<file path="config.mk">
export PLATFORM = sky130hd
export DESIGN_NAME = hazard_ctrl
export DESIGN_NICKNAME = d
export VERILOG_FILES = /design/src/rtl/hazard_pkg.sv /design/src/rtl/hazard_memwait.sv /design/src/rtl/hazard_ctrl.sv
export SDC_FILE = /design/constraint.sdc
export NUM_CORES = 1
export LEC_CHECK = 0
export CORE_ASPECT_RATIO = 2
export CORE_MARGIN = 2
export CORE_UTILIZATION = 28
export DETAILED_ROUTE_END_ITERATION = 8
export PLACE_DENSITY = 0.51
export SLEW_MARGIN = 20
export SYNTH_ARGS = -nofsm -noshare
export SYNTH_HDL_FRONTEND = slang
export SYNTH_HIERARCHICAL = 1
export SYNTH_SLANG_ARGS = --single-unit
</file>
<file path="constraint.sdc">
create_clock -name clk -period 5.8 [get_ports clk]
set_clock_uncertainty 0.2 [all_clocks]
set_input_delay 1.16 -clock clk [delete_from_list [all_inputs] [get_ports clk]]
set_output_delay 1.16 -clock clk [all_outputs]
set_load 0.02 [all_outputs]
</file>
<file path="src/rtl/hazard_pkg.sv">
// Shared encodings for the pipeline hazard controller: result sources,
// forward selects and the data-memory wait FSM states.
package hazard_pkg;

  typedef enum logic [1:0] {
    RES_ALU  = 2'b00,
    RES_LOAD = 2'b01,
    RES_PC4  = 2'b10
  } res_src_t;

  typedef enum logic [1:0] {
    FWD_RF  = 2'b00,
    FWD_WB  = 2'b01,
    FWD_MEM = 2'b10
  } fwd_sel_t;

  typedef enum logic {
    MW_IDLE = 1'b0,
    MW_WAIT = 1'b1
  } mw_state_t;

  // Memory stage wins over write-back; x0 is never forwarded.
  function automatic fwd_sel_t fwd_select(input logic [4:0] rs,
                                          input logic [4:0] rd_m,
                                          input logic       wr_m,
                                          input logic [4:0] rd_w,
                                          input logic       wr_w);
    if (wr_m && (rd_m != 5'd0) && (rd_m == rs))
      return FWD_MEM;
    else if (wr_w && (rd_w != 5'd0) && (rd_w == rs))
      return FWD_WB;
    else
      return FWD_RF;
  endfunction

endpackage

</file>
<file path="src/rtl/hazard_memwait.sv">
// Data-memory wait state machine with timeout counter and sticky error flag.
module hazard_memwait
  import hazard_pkg::*;
#(
  parameter int unsigned MEM_TIMEOUT = 255
) (
  input  logic clk,
  input  logic reset,
  input  logic mem_access,
  input  logic mem_ready,
  output logic mem_stall,
  output logic mem_err
);

  localparam int unsigned TW = (MEM_TIMEOUT == 0) ? 1 : $clog2(MEM_TIMEOUT + 1);

  mw_state_t         state, state_nxt;
  logic [TW-1:0]     wait_cnt, wait_cnt_nxt;
  logic              err_nxt;

  assign mem_stall = mem_access & ~mem_ready;

  always_ff @(posedge clk or posedge reset) begin
    if (reset) begin
      state    <= MW_IDLE;
      wait_cnt <= '0;
      mem_err  <= 1'b0;
    end else begin
      state    <= state_nxt;
      wait_cnt <= wait_cnt_nxt;
      mem_err  <= err_nxt;
    end
  end

  // The count stops at MEM_TIMEOUT; the FSM itself never leaves WAIT on timeout.
  always_comb begin
    state_nxt    = state;
    wait_cnt_nxt = wait_cnt;
    err_nxt      = mem_err;
    unique case (state)
      MW_IDLE: begin
        if (mem_stall) begin
          state_nxt    = MW_WAIT;
          wait_cnt_nxt = '0;
        end
      end
      MW_WAIT: begin
        if (mem_ready) begin
          state_nxt = MW_IDLE;
        end else if (wait_cnt != TW'(MEM_TIMEOUT)) begin
          wait_cnt_nxt = wait_cnt + TW'(1);
          if (wait_cnt_nxt == TW'(MEM_TIMEOUT))
            err_nxt = 1'b1;
        end
      end
      default: state_nxt = MW_IDLE;
    endcase
  end

endmodule

</file>
<file path="src/rtl/hazard_ctrl.sv">
// Pipeline hazard controller: shadow E/M/W state, operand forwarding,
// load-use / branch / memory-wait stall and flush control, event counters.
module hazard_ctrl
  import hazard_pkg::*;
#(
  parameter int unsigned MEM_TIMEOUT = 255,
  parameter int unsigned CNT_W       = 16
) (
  input  logic             clk,
  input  logic             reset,
  input  logic [4:0]       Rs1D,
  input  logic [4:0]       Rs2D,
  input  logic [4:0]       RdD,
  input  logic             RegWriteD,
  input  logic [1:0]       ResultSrcD,
  input  logic             MemAccessD,
  input  logic             PCSrcE,
  input  logic             DMemReadyM,
  output logic             StallF,
  output logic             StallD,
  output logic             StallE,
  output logic             StallM,
  output logic             FlushD,
  output logic             FlushE,
  output logic             FlushW,
  output logic [1:0]       ForwardAE,
  output logic [1:0]       ForwardBE,
  output logic             MemErr,
  output logic [CNT_W-1:0] LoadUseCnt,
  output logic [CNT_W-1:0] FlushCnt,
  output logic [CNT_W-1:0] MemWaitCnt
);

  logic [4:0] rs1_e, rs2_e, rd_e;
  logic       reg_write_e, mem_access_e;
  logic [1:0] res_src_e;
  logic [4:0] rd_m;
  logic       reg_write_m, mem_access_m;
  logic [4:0] rd_w;
  logic       reg_write_w;

  logic mem_stall;
  logic lw_stall;
  logic lw_act;
  logic br_act;

  hazard_memwait #(
    .MEM_TIMEOUT(MEM_TIMEOUT)
  ) u_memwait (
    .clk        (clk),
    .reset      (reset),
    .mem_access (mem_access_m),
    .mem_ready  (DMemReadyM),
    .mem_stall  (mem_stall),
    .mem_err    (MemErr)
  );

  assign lw_stall = (res_src_e == RES_LOAD) && (rd_e != 5'd0) &&
                    ((rd_e == Rs1D) || (rd_e == Rs2D));
  // A memory wait masks everything; a taken branch overrides a load-use stall.
  assign br_act   = PCSrcE & ~mem_stall;
  assign lw_act   = lw_stall & ~PCSrcE & ~mem_stall;

  always_comb begin
    StallF    = 1'b0;
    StallD    = 1'b0;
    StallE    = 1'b0;
    StallM    = 1'b0;
    FlushD    = 1'b0;
    FlushE    = 1'b0;
    FlushW    = 1'b0;
    ForwardAE = FWD_RF;
    ForwardBE = FWD_RF;
    if (!reset) begin
      ForwardAE = fwd_select(rs1_e, rd_m, reg_write_m, rd_w, reg_write_w);
      ForwardBE = fwd_select(rs2_e, rd_m, reg_write_m, rd_w, reg_write_w);
      if (mem_stall) begin
        StallF = 1'b1;
        StallD = 1'b1;
        StallE = 1'b1;
        StallM = 1'b1;
        FlushW = 1'b1;
      end else if (br_act) begin
        FlushD = 1'b1;
        FlushE = 1'b1;
      end else if (lw_act) begin
        StallF = 1'b1;
        StallD = 1'b1;
        FlushE = 1'b1;
      end
    end
  end

  always_ff @(posedge clk or posedge reset) begin
    if (reset) begin
      rs1_e        <= '0;
      rs2_e        <= '0;
      rd_e         <= '0;
      reg_write_e  <= 1'b0;
      res_src_e    <= '0;
      mem_access_e <= 1'b0;
      rd_m         <= '0;
      reg_write_m  <= 1'b0;
      mem_access_m <= 1'b0;
      rd_w         <= '0;
      reg_write_w  <= 1'b0;
    end else begin
      if (!StallE) begin
        if (FlushE) begin
          rs1_e        <= '0;
          rs2_e        <= '0;
          rd_e         <= '0;
          reg_write_e  <= 1'b0;
          res_src_e    <= '0;
          mem_access_e <= 1'b0;
        end else begin
          rs1_e        <= Rs1D;
          rs2_e        <= Rs2D;
          rd_e         <= RdD;
          reg_write_e  <= RegWriteD;
          res_src_e    <= ResultSrcD;
          mem_access_e <= MemAccessD;
        end
      end
      if (!StallM) begin
        rd_m         <= rd_e;
        reg_write_m  <= reg_write_e;
        mem_access_m <= mem_access_e;
      end
      if (FlushW) begin
        rd_w        <= '0;
        reg_write_w <= 1'b0;
      end else begin
        rd_w        <= rd_m;
        reg_write_w <= reg_write_m;
      end
    end
  end

  always_ff @(posedge clk or posedge reset) begin
    if (reset) begin
      LoadUseCnt <= '0;
      FlushCnt   <= '0;
      MemWaitCnt <= '0;
    end else begin
      if (lw_act && (LoadUseCnt != '1))
        LoadUseCnt <= LoadUseCnt + CNT_W'(1);
      if (br_act && (FlushCnt != '1))
        FlushCnt <= FlushCnt + CNT_W'(1);
      if (mem_stall && (MemWaitCnt != '1))
        MemWaitCnt <= MemWaitCnt + CNT_W'(1);
    end
  end

endmodule
</file>
==> metrics.yaml <==
grt_pass1_wl_um: 19530
yosys.area.top_type: "dfrtp_1"
slowest_stage: "clkdlybuf4s50_1"
hold_viol_final: 0
port_buffers: 82
cts_buffers: 9
cts_sinks: 90
crit_path_max_incr_delay_ns: 0.62
p_leak_nw: 2.515
fp.dieW_um: 95.56
synth.most_common_cell: "dfrtp_1"
grt_setup_unrepaired: "no"
path_max_fanout: 8
stdcell_area_sq_um: 6020
max-cap-violations: 0
antenna_found_initial: 0
ys_seq_area_share_pct: 47.97
grt.overflow.total: 0
dr.pass1.iters: 4
slew_violations: 0
multi_input_area_sq_um: 2280
final-seq-area_sq_um: 2252
whs_ns: 0.2796
die_h_um: 187.1
critPathBufInv: 2
crit_required_ns: 4.44
crit_top_cell: "clkdlybuf4s50_1"
synth_area_leaders: "dfrtp_1 (48%), xor2_1 (7.6%), xnor2_1 (5.4%)"
die-area_sq_um: 17880
nNetsFinal: 562
grt_max_degree: 74
period_share_pct: 83.36
synth_fp_nets: 483
synth.avg_cell_area_sq_um: 10.32
finalWirelength_um: 11590
coreArea_sq_um: 16600
powerDensity_nw_per_um2: 302.9
cts_hold_buf: 0
pin_count: 83
grt_usage_pct: 13.76
fin_crit_ns: 4.835
row_count: 67
hold_path.class: "register to register"
postPlaceCellArea_sq_um: 5718
drt_iter0_markers: 112
drc: 0
setup_tns_ns: 0
insertion_delay_ns: 0.34
synth-async-reset-ratio_pct: 100.0
vias: 3658
area_delta_synth_final_pct: 28.22
cts_tree: "yes"
grt_pass1_vias: 3693
slew_headroom_pct: 36.30
htree_levels: 3
ctsLongestPathBuffers: 2
start_kind: "input pin"
wl_per_cell_um: 15.54
cts-root-buf: "clkbuf_16"
final_cell_count_no_fill: 746
initial_core_util_pct: 28.28
crit_chain: "clkdlybuf4s50_1, nor2b_1, nor2_2, o2111ai_4, nor2_1, o21a_1, clkdlybuf4s50_1"
path_delay_family: "buffers and inverters"
post-route-util_pct: 36.27
antennaDiodeCount: 0
synthesis.instances: 455
fmax_mhz: 206.8
worstMarginPinSlew_ns: 0.9555
final.setup.worst_slack_ns: 0.9654
fill_cells: 1710
vdd.ir_drop.worst_mv: 0.2059
setup_viol: 0
cts_setup_buffers: 0
ys_seq_elements: 90
synth_top_area_share_pct: 47.97
run_status: "complete, no violations"
ys_top_cells_by_count: "dfrtp_1 (90), nand2_1 (41), xor2_1 (41)"
cts_resized: 0
synth_area_sq_um: 4695
ant_nets: 0
routabilityCongestion: 0.7842
path_class: "input pin to output pin"
viasPerCell: 4.903
dpl.cell_count: 730
hpwl_um: 8208
yosysWarnings: 6
dp_slack_ns: 0.9210
power_mw: 1.823
dominantRegCellSynth: "dfrtp_1"
clk_pin_slew_ns: 0.06
synth_cell_types: 57
synth_edf_count: 0
cp-end-kind: "output pin"
drive_above_1_share_pct: 8.905
crit_arrival_ns: 3.47
final timing paths:
path / cells past startpoint / startpoint / end / slack [ns]
setup / recovery: 7 / DMemReadyM / StallF / 0.97
hold / removal: 2 / u_memwait/mem_err$_DFFE_PP0P_ / u_memwait/mem_err$_DFFE_PP0P_ / 0.28
setup reg to reg: 7 / mem_access_m$_DFFE_PP0N_ / FlushCnt[15]$_DFFE_PP0P_ / 3.33
hold reg to reg: 2 / u_memwait/mem_err$_DFFE_PP0P_ / u_memwait/mem_err$_DFFE_PP0P_ / 0.28
max in group asynchronous: 3 / reset / rs1_e[3]$_DFFE_PP0N_ / 3.30
min in group asynchronous: 2 / reset / FlushCnt[1]$_DFFE_PP0P_ / 0.90
power by group:
group | internal [mW] | total [mW] | leakage (nW) | switching (mW)
sequential | 0.706 | 0.817 | 1.16 | 0.111
combinational | 0.204 | 0.411 | 1.22 | 0.206
clock | 0.337 | 0.596 | 0.142 | 0.259
flip-flops by register name (all words and copies together) (netlist names), 2 cells and up:
name,flops
LoadUseCnt,16
FlushCnt,16
rs1_e,5
rd_w,5
u_memwait/wait_cnt,8
rd_m,5
MemWaitCnt,16
rs2_e,5
rd_e,5
res_src_e,2
tightest hold or removal path, stage by stage (launching register included):
cell and delay, ns:
dfrtp_1 0.35, inv_1 0.05, o41ai_2 0.04
cells in the final DEF, fill, tap and decap left out, types with 2 or more instances in the layout:
cell type and count:
nand3b_1 2, nand2b_1 3, nand2_1 41, nor3b_1 3
a22oi_1 19, or4_1 4, a21oi_1 9, o21ai_0 21
or3_1 2, clkbuf_16 9, nand4_1 15, dfrtp_1 90
nor2b_1 9, mux2_2 10, xor2_1 41, o21ai_1 6
o21a_1 2, clkinv_2 2, xnor2_1 29, clkinvlp_4 2
a31oi_1 4, ha_1 5, nor2_1 16, and3_1 13
buf_4 8, a32oi_1 2, a211oi_1 2, o31ai_1 2
nand3_1 18, and4_1 4, inv_1 11, a41oi_1 2
clkdlybuf4s50_1 82, nor3_1 11, nor4_1 12, inv_6 2
layer usage:
layer  part of all wire (%)  track usage, %  vias to the layer above
met2                     46           20.47                       98
li1                       -               -                     1787
met1                     47           19.99                     1764
met4                    1.1           3.736                        0
met3                    6.1           3.143                        9
met5                      0               0                        -
cell type report:
| class | count | area share (%) |
|---|---|---|
| tap | 207 | 4.303 |
| inverter | 12 | 0.7691 |
| clock inverter | 7 | 1.268 |
| timing repair buffer | 90 | 14.63 |
| multi-input combinational | 331 | 37.87 |
| sequential | 90 | 37.41 |
| clock buffer | 9 | 3.741 |
cells by family after synthesis:
family	count (synthesis)	share of synthesized area (%)
AND/OR/NAND/NOR	162	18.60
flip-flops	90	47.97
AO/OA/AOI/OAI	82	12.66
XOR/XNOR	70	13.06
buffers and inverters	34	3.518
multiplexers	12	2.852
adder cells (fa/ha/maj)	5	1.333
Note: power is estimated with default switching activity, not from simulation.
